--- config.mk ---
export PLATFORM = sky130hd
export DESIGN_NAME = neuron_layer_sequencer
export DESIGN_NICKNAME = d
export VERILOG_FILES = /design/src/rtl/neuron_pkg.sv /design/src/rtl/neuron_seq_done_latch.sv /design/src/rtl/neuron_layer_sequencer.sv
export SDC_FILE = /design/constraint.sdc
export NUM_CORES = 1
export LEC_CHECK = 0
export ABC_CLOCK_PERIOD_IN_PS = 3950
export BUFFER_PORTS_ARGS = -buffer_cell sky130_fd_sc_hd__buf_2
export CORE_ASPECT_RATIO = 1.1
export CORE_MARGIN = 2
export CORE_UTILIZATION = 30
export DETAILED_ROUTE_END_ITERATION = 10
export SLEW_MARGIN = 0
export SYNTH_ARGS = -nofsm -noshare
export SYNTH_HDL_FRONTEND = slang
export SYNTH_HIERARCHICAL = 1
export SYNTH_SLANG_ARGS = --single-unit
--- constraint.sdc ---
create_clock -name i_clk -period 3.95 [get_ports i_clk]
set_clock_uncertainty 0.05 [all_clocks]
set_input_delay 0.395 -clock i_clk [delete_from_list [all_inputs] [get_ports i_clk]]
set_output_delay 0.395 -clock i_clk [all_outputs]
set_load 0.05 [all_outputs]
--- src/rtl/neuron_pkg.sv ---
// Shared state encoding, descriptor layout and default widths for the
// neuron layer sequencer and its helpers.
package neuron_pkg;

    localparam int unsigned NEURON_DWIDTH = 32;
    localparam int unsigned NEURON_AWIDTH = 12;

    typedef enum logic [2:0] {
        IDLE,
        SETUP,
        RUN,
        DRAIN,
        WRITE,
        FINISH
    } state_t;

    typedef struct packed {
        logic [NEURON_AWIDTH-1:0] in_base;
        logic [NEURON_AWIDTH-1:0] w_base;
        logic [NEURON_AWIDTH-1:0] out_base;
        logic [NEURON_AWIDTH-1:0] idim;
        logic [NEURON_AWIDTH-1:0] odim;
    } desc_t;

endpackage

--- src/rtl/neuron_seq_done_latch.sv ---
// Pair of sticky stream-completion latches; o_both rises once both
// streams have reported done since the last clear, in any order.
module neuron_seq_done_latch (
    input  logic i_clk,
    input  logic i_rst_n,
    input  logic i_clr,
    input  logic i_arm,
    input  logic i_done_a,
    input  logic i_done_b,
    output logic o_both
);

    logic r_a;
    logic r_b;

    always_ff @(posedge i_clk or negedge i_rst_n) begin
        if (!i_rst_n) begin
            r_a <= 1'b0;
            r_b <= 1'b0;
        end else if (i_clr) begin
            r_a <= 1'b0;
            r_b <= 1'b0;
        end else if (i_arm) begin
            if (i_done_a) r_a <= 1'b1;
            if (i_done_b) r_b <= 1'b1;
        end
    end

    assign o_both = r_a & r_b;

endmodule

--- src/rtl/neuron_layer_sequencer.sv ---
// Sequences one fully connected layer over the Streamer/NeuronCore datapath.
// Optional NEURON_SEQ_PERF_EN adds busy-cycle and neuron-write counters.
module neuron_layer_sequencer
    import neuron_pkg::*;
#(
    parameter int unsigned DWIDTH       = NEURON_DWIDTH,
    parameter int unsigned AWIDTH       = NEURON_AWIDTH,
    parameter int unsigned DRAIN_CYCLES = 4
) (
    input  logic              i_clk,
    input  logic              i_rst_n,
    input  logic              i_cmd_valid,
    output logic              o_cmd_ready,
    input  logic [AWIDTH-1:0] i_cmd_in_base,
    input  logic [AWIDTH-1:0] i_cmd_w_base,
    input  logic [AWIDTH-1:0] i_cmd_out_base,
    input  logic [AWIDTH-1:0] i_cmd_idim,
    input  logic [AWIDTH-1:0] i_cmd_odim,
    output logic              o_busy,
    output logic              o_done,
    output logic              o_stream_a_en,
    output logic              o_stream_b_en,
    output logic [DWIDTH-1:0] o_stream_a_start,
    output logic [DWIDTH-1:0] o_stream_a_limit,
    output logic [DWIDTH-1:0] o_stream_b_start,
    output logic [DWIDTH-1:0] o_stream_b_limit,
    input  logic              i_stream_a_done,
    input  logic              i_stream_b_done,
    output logic              o_neuron_start,
    input  logic [DWIDTH-1:0] i_neuron_result,
    output logic              o_wb_we,
    output logic [AWIDTH-1:0] o_wb_addr,
    output logic [DWIDTH-1:0] o_wb_data
`ifdef NEURON_SEQ_PERF_EN
    ,
    output logic [31:0]       o_perf_cycles,
    output logic [AWIDTH-1:0] o_perf_neurons
`endif
);

    localparam int unsigned DCW = (DRAIN_CYCLES > 1) ? $clog2(DRAIN_CYCLES) : 1;

    state_t            r_state;
    logic [AWIDTH-1:0] r_out_base;
    logic [AWIDTH-1:0] r_idim;
    logic [AWIDTH-1:0] r_odim;
    logic [AWIDTH-1:0] r_wptr;
    logic [AWIDTH-1:0] r_j;
    logic [DCW-1:0]    r_drain;
    logic              r_busy;
    logic              r_done;
    logic              r_en;
    logic              r_start;
    logic              r_we;
    logic [AWIDTH-1:0] r_wb_addr;
    logic [DWIDTH-1:0] r_wb_data;
    logic [DWIDTH-1:0] r_a_start;
    logic [DWIDTH-1:0] r_a_limit;
    logic [DWIDTH-1:0] r_b_start;
    logic [DWIDTH-1:0] r_b_limit;

    logic              w_both;
    logic              w_accept;
    logic [AWIDTH-1:0] w_cmd_a_limit;
    logic [AWIDTH-1:0] w_cmd_b_limit;
    logic [AWIDTH-1:0] w_wptr_next;
    logic [AWIDTH-1:0] w_b_limit_next;

    assign w_accept       = (r_state == IDLE) && i_cmd_valid;
    assign w_cmd_a_limit  = i_cmd_in_base + i_cmd_idim;
    assign w_cmd_b_limit  = i_cmd_w_base + i_cmd_idim;
    assign w_wptr_next    = r_wptr + r_idim;
    assign w_b_limit_next = w_wptr_next + r_idim;

    neuron_seq_done_latch u_done_latch (
        .i_clk    (i_clk),
        .i_rst_n  (i_rst_n),
        .i_clr    (r_state == SETUP),
        .i_arm    (r_state == RUN),
        .i_done_a (i_stream_a_done),
        .i_done_b (i_stream_b_done),
        .o_both   (w_both)
    );

    always_ff @(posedge i_clk or negedge i_rst_n) begin
        if (!i_rst_n) begin
            r_state    <= IDLE;
            r_out_base <= '0;
            r_idim     <= '0;
            r_odim     <= '0;
            r_wptr     <= '0;
            r_j        <= '0;
            r_drain    <= '0;
            r_busy     <= 1'b0;
            r_done     <= 1'b0;
            r_en       <= 1'b0;
            r_start    <= 1'b0;
            r_we       <= 1'b0;
            r_wb_addr  <= '0;
            r_wb_data  <= '0;
            r_a_start  <= '0;
            r_a_limit  <= '0;
            r_b_start  <= '0;
            r_b_limit  <= '0;
        end else begin
            r_done <= 1'b0;
            r_we   <= 1'b0;
            case (r_state)
                IDLE: begin
                    if (i_cmd_valid) begin
                        r_out_base <= i_cmd_out_base;
                        r_idim     <= i_cmd_idim;
                        r_odim     <= i_cmd_odim;
                        r_wptr     <= i_cmd_w_base;
                        r_j        <= '0;
                        r_busy     <= 1'b1;
                        // Ranges are loaded here so they are already valid during SETUP.
                        r_a_start  <= DWIDTH'(i_cmd_in_base);
                        r_a_limit  <= DWIDTH'(w_cmd_a_limit);
                        r_b_start  <= DWIDTH'(i_cmd_w_base);
                        r_b_limit  <= DWIDTH'(w_cmd_b_limit);
                        if (i_cmd_idim == '0 || i_cmd_odim == '0) begin
                            r_state <= FINISH;
                            r_done  <= 1'b1;
                        end else begin
                            r_state <= SETUP;
                        end
                    end
                end
                SETUP: begin
                    r_state <= RUN;
                    r_en    <= 1'b1;
                    r_start <= 1'b1;
                end
                RUN: begin
                    if (w_both) begin
                        r_state <= DRAIN;
                        r_en    <= 1'b0;
                        r_start <= 1'b0;
                        r_drain <= DCW'(DRAIN_CYCLES - 1);
                    end
                end
                DRAIN: begin
                    if (r_drain == '0) begin
                        r_state   <= WRITE;
                        r_we      <= 1'b1;
                        r_wb_addr <= r_out_base + r_j;
                        r_wb_data <= i_neuron_result;
                    end else begin
                        r_drain <= r_drain - 1'b1;
                    end
                end
                WRITE: begin
                    r_j       <= r_j + 1'b1;
                    r_wptr    <= w_wptr_next;
                    r_b_start <= DWIDTH'(w_wptr_next);
                    r_b_limit <= DWIDTH'(w_b_limit_next);
                    if (r_j == r_odim - 1'b1) begin
                        r_state <= FINISH;
                        r_done  <= 1'b1;
                    end else begin
                        r_state <= SETUP;
                    end
                end
                FINISH: begin
                    r_state <= IDLE;
                    r_busy  <= 1'b0;
                end
                default: r_state <= IDLE;
            endcase
        end
    end

`ifdef NEURON_SEQ_PERF_EN
    logic [31:0]       r_perf_cycles;
    logic [AWIDTH-1:0] r_perf_neurons;

    always_ff @(posedge i_clk or negedge i_rst_n) begin
        if (!i_rst_n) begin
            r_perf_cycles  <= '0;
            r_perf_neurons <= '0;
        end else if (w_accept) begin
            r_perf_cycles  <= '0;
            r_perf_neurons <= '0;
        end else begin
            if (r_busy && r_perf_cycles != '1) r_perf_cycles <= r_perf_cycles + 32'd1;
            if (r_state == WRITE) r_perf_neurons <= r_perf_neurons + 1'b1;
        end
    end

    assign o_perf_cycles  = r_perf_cycles;
    assign o_perf_neurons = r_perf_neurons;
`endif

    assign o_cmd_ready      = (r_state == IDLE);
    assign o_busy           = r_busy;
    assign o_done           = r_done;
    assign o_stream_a_en    = r_en;
    assign o_stream_b_en    = r_en;
    assign o_neuron_start   = r_start;
    assign o_stream_a_start = r_a_start;
    assign o_stream_a_limit = r_a_limit;
    assign o_stream_b_start = r_b_start;
    assign o_stream_b_limit = r_b_limit;
    assign o_wb_we          = r_we;
    assign o_wb_addr        = r_wb_addr;
    assign o_wb_data        = r_wb_data;

endmodule

After elaboration in Yosys (flattened, before gate mapping)
Cells that the tools add are included.
W data, S select, Z words.

word-level totals
  flip-flop bits (word level) = 203
  bits in latches = 0
  memory bits (writable) = 0
  ROM bits = 0
  input port bits = 97
  output and inout bits = 179
  logic and storage cells = 91
  memories kept = 0

cells by class
  add/subtract/negate cells = 8
  multipliers = 0
  div/mod/pow operators = 0
  $lt $le $gt $ge = 0
  equality and inequality tests = 10
  shift operators = 0
  multiplexer cells = 33
  bitwise gates (word level) = 1
  reductions and logical operators = 20

operators with widths
  cell                     count
  $pmux W32 S2             2
  $mux W32                 2
  $add A12 B12 Y12         5
  $pmux W12 S2             2
  $logic_not A12 Y1        2
  $mux W12                 2
  $mux W3                  5
  $pmux W3 S5              1
  $reduce_and A2 Y1        7
  $mux W1                  13
  $add A12 B1 Y12 const B  1
  $eq A12 B12 Y1           1
  $reduce_bool A2 Y1       6
  $sub A12 B1 Y12 const B  1
  $ne A2 B2 Y1 const B     4
  $eq A3 B2 Y1 const B     2
  $eq A3 B3 Y1 const B     2
  $pmux W1 S2              3
  $reduce_and A3 Y1        2
  $mux W2                  2
  $pmux W2 S2              1
  $eq A3 B1 Y1 const B     1
  $logic_not A3 Y1         1
  $logic_not A2 Y1         1
  other kinds (3)          3

Logic depth before layout (Yosys ltp)
  depth after elaboration = 5
  gate-level depth with buffers = 16

Cells and area by module
The synthesis kept the hierarchy.

by module, submodules not included
  module                  times used  cells each  area an instance (µm²)  seq. area each (µm²)
  neuron_layer_sequencer  1           1078        9168.8                  3728.6
  neuron_seq_done_latch   1           7           73.8                    50.0

Worst setup path before layout
OpenSTA, ideal clock, no wires.

  path kind = register to register
  from = register r_wptr[0]
  to = register r_b_limit[11] (netlist: o_stream_b_limit[11])
  library setup time = 0.137 ns
  arrival = 3.338 ns
  data required time = 3.763 ns
  path slack = 0.425 ns
  stages on the path, launching flop included = 17
  path buffers = 0
  path through = dfrtp_1 ha_1 fa_1 a21o_1 a21oi_1 o21bai_1 a21oi_1 o21ai_1 a21oi_1 mux2_2 o211ai_1 ha_1 nor2_1 nor2_1 o41a_1 xnor2_1 a21oi_1

on the way
  word-level cells in the longest chain between the ends = 3

RTL lines
  what                    RTL line                       text
  start, declared         neuron_layer_sequencer.sv:47   logic [AWIDTH-1:0] r_wptr;
  start signal, assigned  neuron_layer_sequencer.sv:114  r_wptr <= i_cmd_w_base;
  start signal, assigned  neuron_layer_sequencer.sv:155  r_wptr <= w_wptr_next;
  $add A12 B12 Y12        neuron_layer_sequencer.sv:72   assign w_wptr_next = r_wptr + r_idim;
  $add A12 B12 Y12        neuron_layer_sequencer.sv:73   assign w_b_limit_next = w_wptr_next + r_idim;
  $pmux W32 S2            neuron_layer_sequencer.sv:108  case (r_state)
  end signal, assigned    neuron_layer_sequencer.sv:121  r_b_limit <= DWIDTH'(w_cmd_b_limit);
  end signal, assigned    neuron_layer_sequencer.sv:157  r_b_limit <= DWIDTH'(w_b_limit_next);
  end, declared           neuron_layer_sequencer.sv:60   logic [DWIDTH-1:0] r_b_limit;

No other way between the ends.
A chain may end at the register's enable or synchronous reset.

Final worst setup path
  from = register r_idim[0]
  to = register r_b_limit[11] (netlist: o_stream_b_limit[11])

on the way
  word-level cells in the longest chain between the ends = 3

RTL lines
  what                    RTL line                       text
  start, declared         neuron_layer_sequencer.sv:45   logic [AWIDTH-1:0] r_idim;
  start signal, assigned  neuron_layer_sequencer.sv:112  r_idim <= i_cmd_idim;
  $add A12 B12 Y12        neuron_layer_sequencer.sv:72
  $add A12 B12 Y12 (*)    neuron_layer_sequencer.sv:73
  $pmux W32 S2 (*)        neuron_layer_sequencer.sv:108

Every way passes the cells marked *; elsewhere a longest branch is shown, timed or not.

==> results_dict.tcl <==
set metrics [dict create \
    fillCellCount 3185 \
    numClockSinks 151 \
    antenna_found_initial 0 \
    layout-drive-gt1-share 0.193 \
    fin_crit_sh 0.910 \
    worst-r2r-cell-count 16 \
    cts-resized-gates 0 \
    synth-compound-area-share 0.121 \
    io_buffer_count 195 \
    post_synth_fa_ha_maj_area_fraction 0.0921 \
    clk_latency_ps 440 \
    setup.reg_to_reg.worst_slack_ps 360 \
    cp.arrival_ps 3850 \
    finalSetupViolations 0 \
    status "completed" \
    placement.setup.worst_slack_ps 377 \
    design.die.area_um2 32200 \
    num_vias 7748 \
    worst_path_max_delay_cell "sky130_fd_sc_hd__dfrtp_1" \
    gp_congestion 0.861 \
    setup.worst_path.end_class "flip-flop" \
    yosys.area.top_type "sky130_fd_sc_hd__dfrtp_1" \
    num_rows 67 \
    worst_slack_ps 356 \
    layout.cells.most_common_list "313 x sky130_fd_sc_hd__nand2_1, 194 x sky130_fd_sc_hd__buf_2, 151 x sky130_fd_sc_hd__dfrtp_1" \
    post-route-min-period_ps 3590 \
    wl_per_cell_um 14.8 \
    layout_commonest_cell "sky130_fd_sc_hd__nand2_1" \
    worst_path_largest_cell_delay_ps 420 \
    post_synth_xor_area_fraction 0.0540 \
    ys_dominant_reg_cell "sky130_fd_sc_hd__dfrtp_1" \
    drt_drc_violations_left 0 \
    maxSlewViolCount 0 \
    synth_enable_flop_cells 0 \
    final_design_area_no_fill_um2 11000 \
    grt_first_pass_wirelength_mm 39.4 \
    post_synth_instance_area_um2 9240 \
    count_of_different_cell_masters_after_synthesis 63 \
    core_area_um2 30400 \
    crit_type "reg -> reg" \
    synth_simple_gate_area_frac 0.217 \
    placedInstanceArea_um2 10400 \
    hold_class "in -> reg" \
    final_hold_viol_count 0 \
    ffs_w_async_s_r_synth 1.00 \
    top_level_ports 276 \
    synth_seq_area_share 0.409 \
    clock_tree.htree_level_count 4 \
    start_kind "flip-flop" \
    num-nets-final 1434 \
    grt_setup_unrepaired "false" \
    post_synth_mux_area_share 0.0129 \
    dp.cells 1666 \
    drv.max_cap_violation_count 0 \
    ir_worst_vdd_mv 0.565 \
    final-instance-count-excl-fill 1698 \
    post-dp-hpwl_mm 18.9 \
    avgSynthCellArea_um2 8.52 \
    power-per-cell-area_nw_per_um2 958 \
    diodes 0 \
    detail_route.first_pass.iterations 4 \
    crit_fanout 4 \
    clockRootBuffer "sky130_fd_sc_hd__clkbuf_16" \
    initial_utilization 0.304 \
    cp_common_cell "sky130_fd_sc_hd__a21oi_1" \
    worstPathRequired_ps 4200 \
    area_delta_synth_final_pct 18.7 \
    p_leak_nw 5.67 \
    routed_via_density 4.56 \
    netlist.area_leader.share 0.409 \
    detailedRoute.firstIterationViolations 324 \
    worstMarginPinSlew_ps 771 \
    finalWirelength_mm 25.1 \
    netlist_top_cells_area "sky130_fd_sc_hd__dfrtp_1 41%, sky130_fd_sc_hd__nand2_1 13%, sky130_fd_sc_hd__ha_1 8.1%, sky130_fd_sc_hd__buf_4 6.7%, sky130_fd_sc_hd__xnor2_1 3.1%" \
    highest_attainable_clock_frequency_mhz 278 \
    yosysWarningCount 6 \
    setup_total_negative_slack_ps 0 \
    grt_start_max_net_pins 67 \
    gr-usage-all-layers 0.157 \
    yosys_register_bits 151 \
    worst_setup_hold_path_clk_slew_ps 60 \
    netlist_instances 1085 \
    cts_buffers 17 \
    clock_tree_from_tritoncts "built" \
    timing.critical_path.cells "ha_1, fa_1, a21o_1, a21oi_1, o21bai_1, a21oi_1, o21ai_1, a21oi_1, mux2_2, o211ai_1, ha_1, nor2_1, nor2_1, o41a_1, xnor2_1, a21oi_1" \
    chipHeight_um 188 \
    combinational_family_with_the_most_area_after_synthesis "simple AND/OR/NAND/NOR gates" \
    worst_hold_path.num_cells 3 \
    chipWidth_um 171 \
    slew_headroom 0.473 \
    detail-route-antenna-nets 0 \
    ctsLongestPathBuffers 2 \
    overall_overflow_remaining_after_global_route 0 \
    first_global_vias 7555 \
]
==> cell families after synthesis <==
logic type,count (synthesis)
other,1
adders and majority gates,65
DFF,151
buffers and inverters,147
and+or+nand+nor,471
muxes,11
AOI/OAI and AO/OA,182
xor gates and xnor gates,57
==> cells in the mapped netlist (3+ instances only) <==
cell type                  number
sky130_fd_sc_hd__o211ai_1       3
sky130_fd_sc_hd__a31oi_1        7
sky130_fd_sc_hd__dfrtp_1      151
sky130_fd_sc_hd__nor3_1        22
sky130_fd_sc_hd__nand3_1       14
sky130_fd_sc_hd__o41ai_1        3
sky130_fd_sc_hd__mux2i_1        7
sky130_fd_sc_hd__a22oi_1        9
sky130_fd_sc_hd__and2_1         5
sky130_fd_sc_hd__a21oi_1       42
sky130_fd_sc_hd__a21o_1         6
sky130_fd_sc_hd__a211oi_1       6
sky130_fd_sc_hd__inv_1         27
sky130_fd_sc_hd__buf_1          7
sky130_fd_sc_hd__nor3b_1        4
sky130_fd_sc_hd__nor4_1         8
sky130_fd_sc_hd__or3_1          5
sky130_fd_sc_hd__buf_4         82
sky130_fd_sc_hd__xor2_1        24
sky130_fd_sc_hd__clkbuf_1      29
sky130_fd_sc_hd__nand2b_1      10
sky130_fd_sc_hd__o21bai_1       3
sky130_fd_sc_hd__and3_1        10
sky130_fd_sc_hd__nor2_1        57
sky130_fd_sc_hd__o21a_1         7
sky130_fd_sc_hd__nor2b_1       10
sky130_fd_sc_hd__fa_1           5
sky130_fd_sc_hd__o21ai_0       10
sky130_fd_sc_hd__ha_1          60
sky130_fd_sc_hd__nand2_1      314
sky130_fd_sc_hd__o31ai_1        9
sky130_fd_sc_hd__o21ai_1       54
sky130_fd_sc_hd__xnor2_1       33
sky130_fd_sc_hd__a21boi_1       4
sky130_fd_sc_hd__o22ai_1        5
==> sequential cells by signal, summed over array words and instances (netlist names), 2 cells and up <==
name / flops
o_stream_a_start: 12
r_odim: 12
r_out_base: 12
r_state: 3
o_wb_addr: 12
r_idim: 12
o_wb_data: 32
r_j: 12
r_drain: 2
o_stream_a_limit: 12
r_wptr: 12
o_stream_b_limit: 12
==> where the power goes <==
group          switching, mW  internal [mW]  leakage (nW)  total (mW)
Clock                  0.725          0.951         0.275        1.68
Combinational           4.10           1.97          3.52        6.07
Sequential             0.526           2.24          1.87        2.76
==> metrics by stage <==
stage	power (mW)	utilization	hold slack [ps]
finish	10.5	0.361	95.3
global route	11.3	0.361	90.7
floorplan	7.57	-	49.4
global placement	8.78	0.341	392
detailed placement	8.87	0.341	397
CTS	10.6	0.361	70.7
==> worst max-delay path, delay by kind of cell, from the launching register on <==
family / cells / cell delay (ps)
simple gates: 2 / 160
mux: 1 / 360
fa+ha+maj: 3 / 940
flops: 1 / 420
xor+xnor: 1 / 150
compound gates: 9 / 1390
==> worst paths after layout <==
kind                                          start              endpoint
worst max-delay path                      r_idim[0]  o_stream_b_limit[11]
worst min-delay path            i_neuron_result[22]         o_wb_data[22]
worst max register to register            r_idim[0]  o_stream_b_limit[11]
worst min register to register        o_wb_data[17]         o_wb_data[17]
max in group asynchronous                   i_rst_n         o_wb_data[25]
min in group asynchronous                   i_rst_n         o_wb_addr[10]
==> what timing repair did <==
| action | 4_1_cts | 5_1_grt |
|---|---|---|
| hold buffers | 1 | 0 |
| endpoints found under the hold margin | 63 | 0 |
| setup endpoints to repair | 0 | 0 |
| buffers inserted | 0 | 0 |
==> area by class of cell <==
class | instances | area [µm²] | area share
well taps | 414 | 518 | 0.0472
flip-flops and latches | 151 | 3780 | 0.344
inverters | 28 | 105 | 0.00958
multi-input cells | 866 | 4900 | 0.447
repair buffers | 208 | 1080 | 0.0986
clock inverters | 13 | 148 | 0.0135
clock buffers | 18 | 439 | 0.0400
==> metal layers <==
metal,part of all wire,up-vias,global-route usage
met5,0,-,0
met4,0.025,0,0.0616
met3,0.053,34,0.0323
met2,0.49,244,0.273
met1,0.43,3614,0.188
li1,-,3856,-
(Power assumes the default switching activity.)
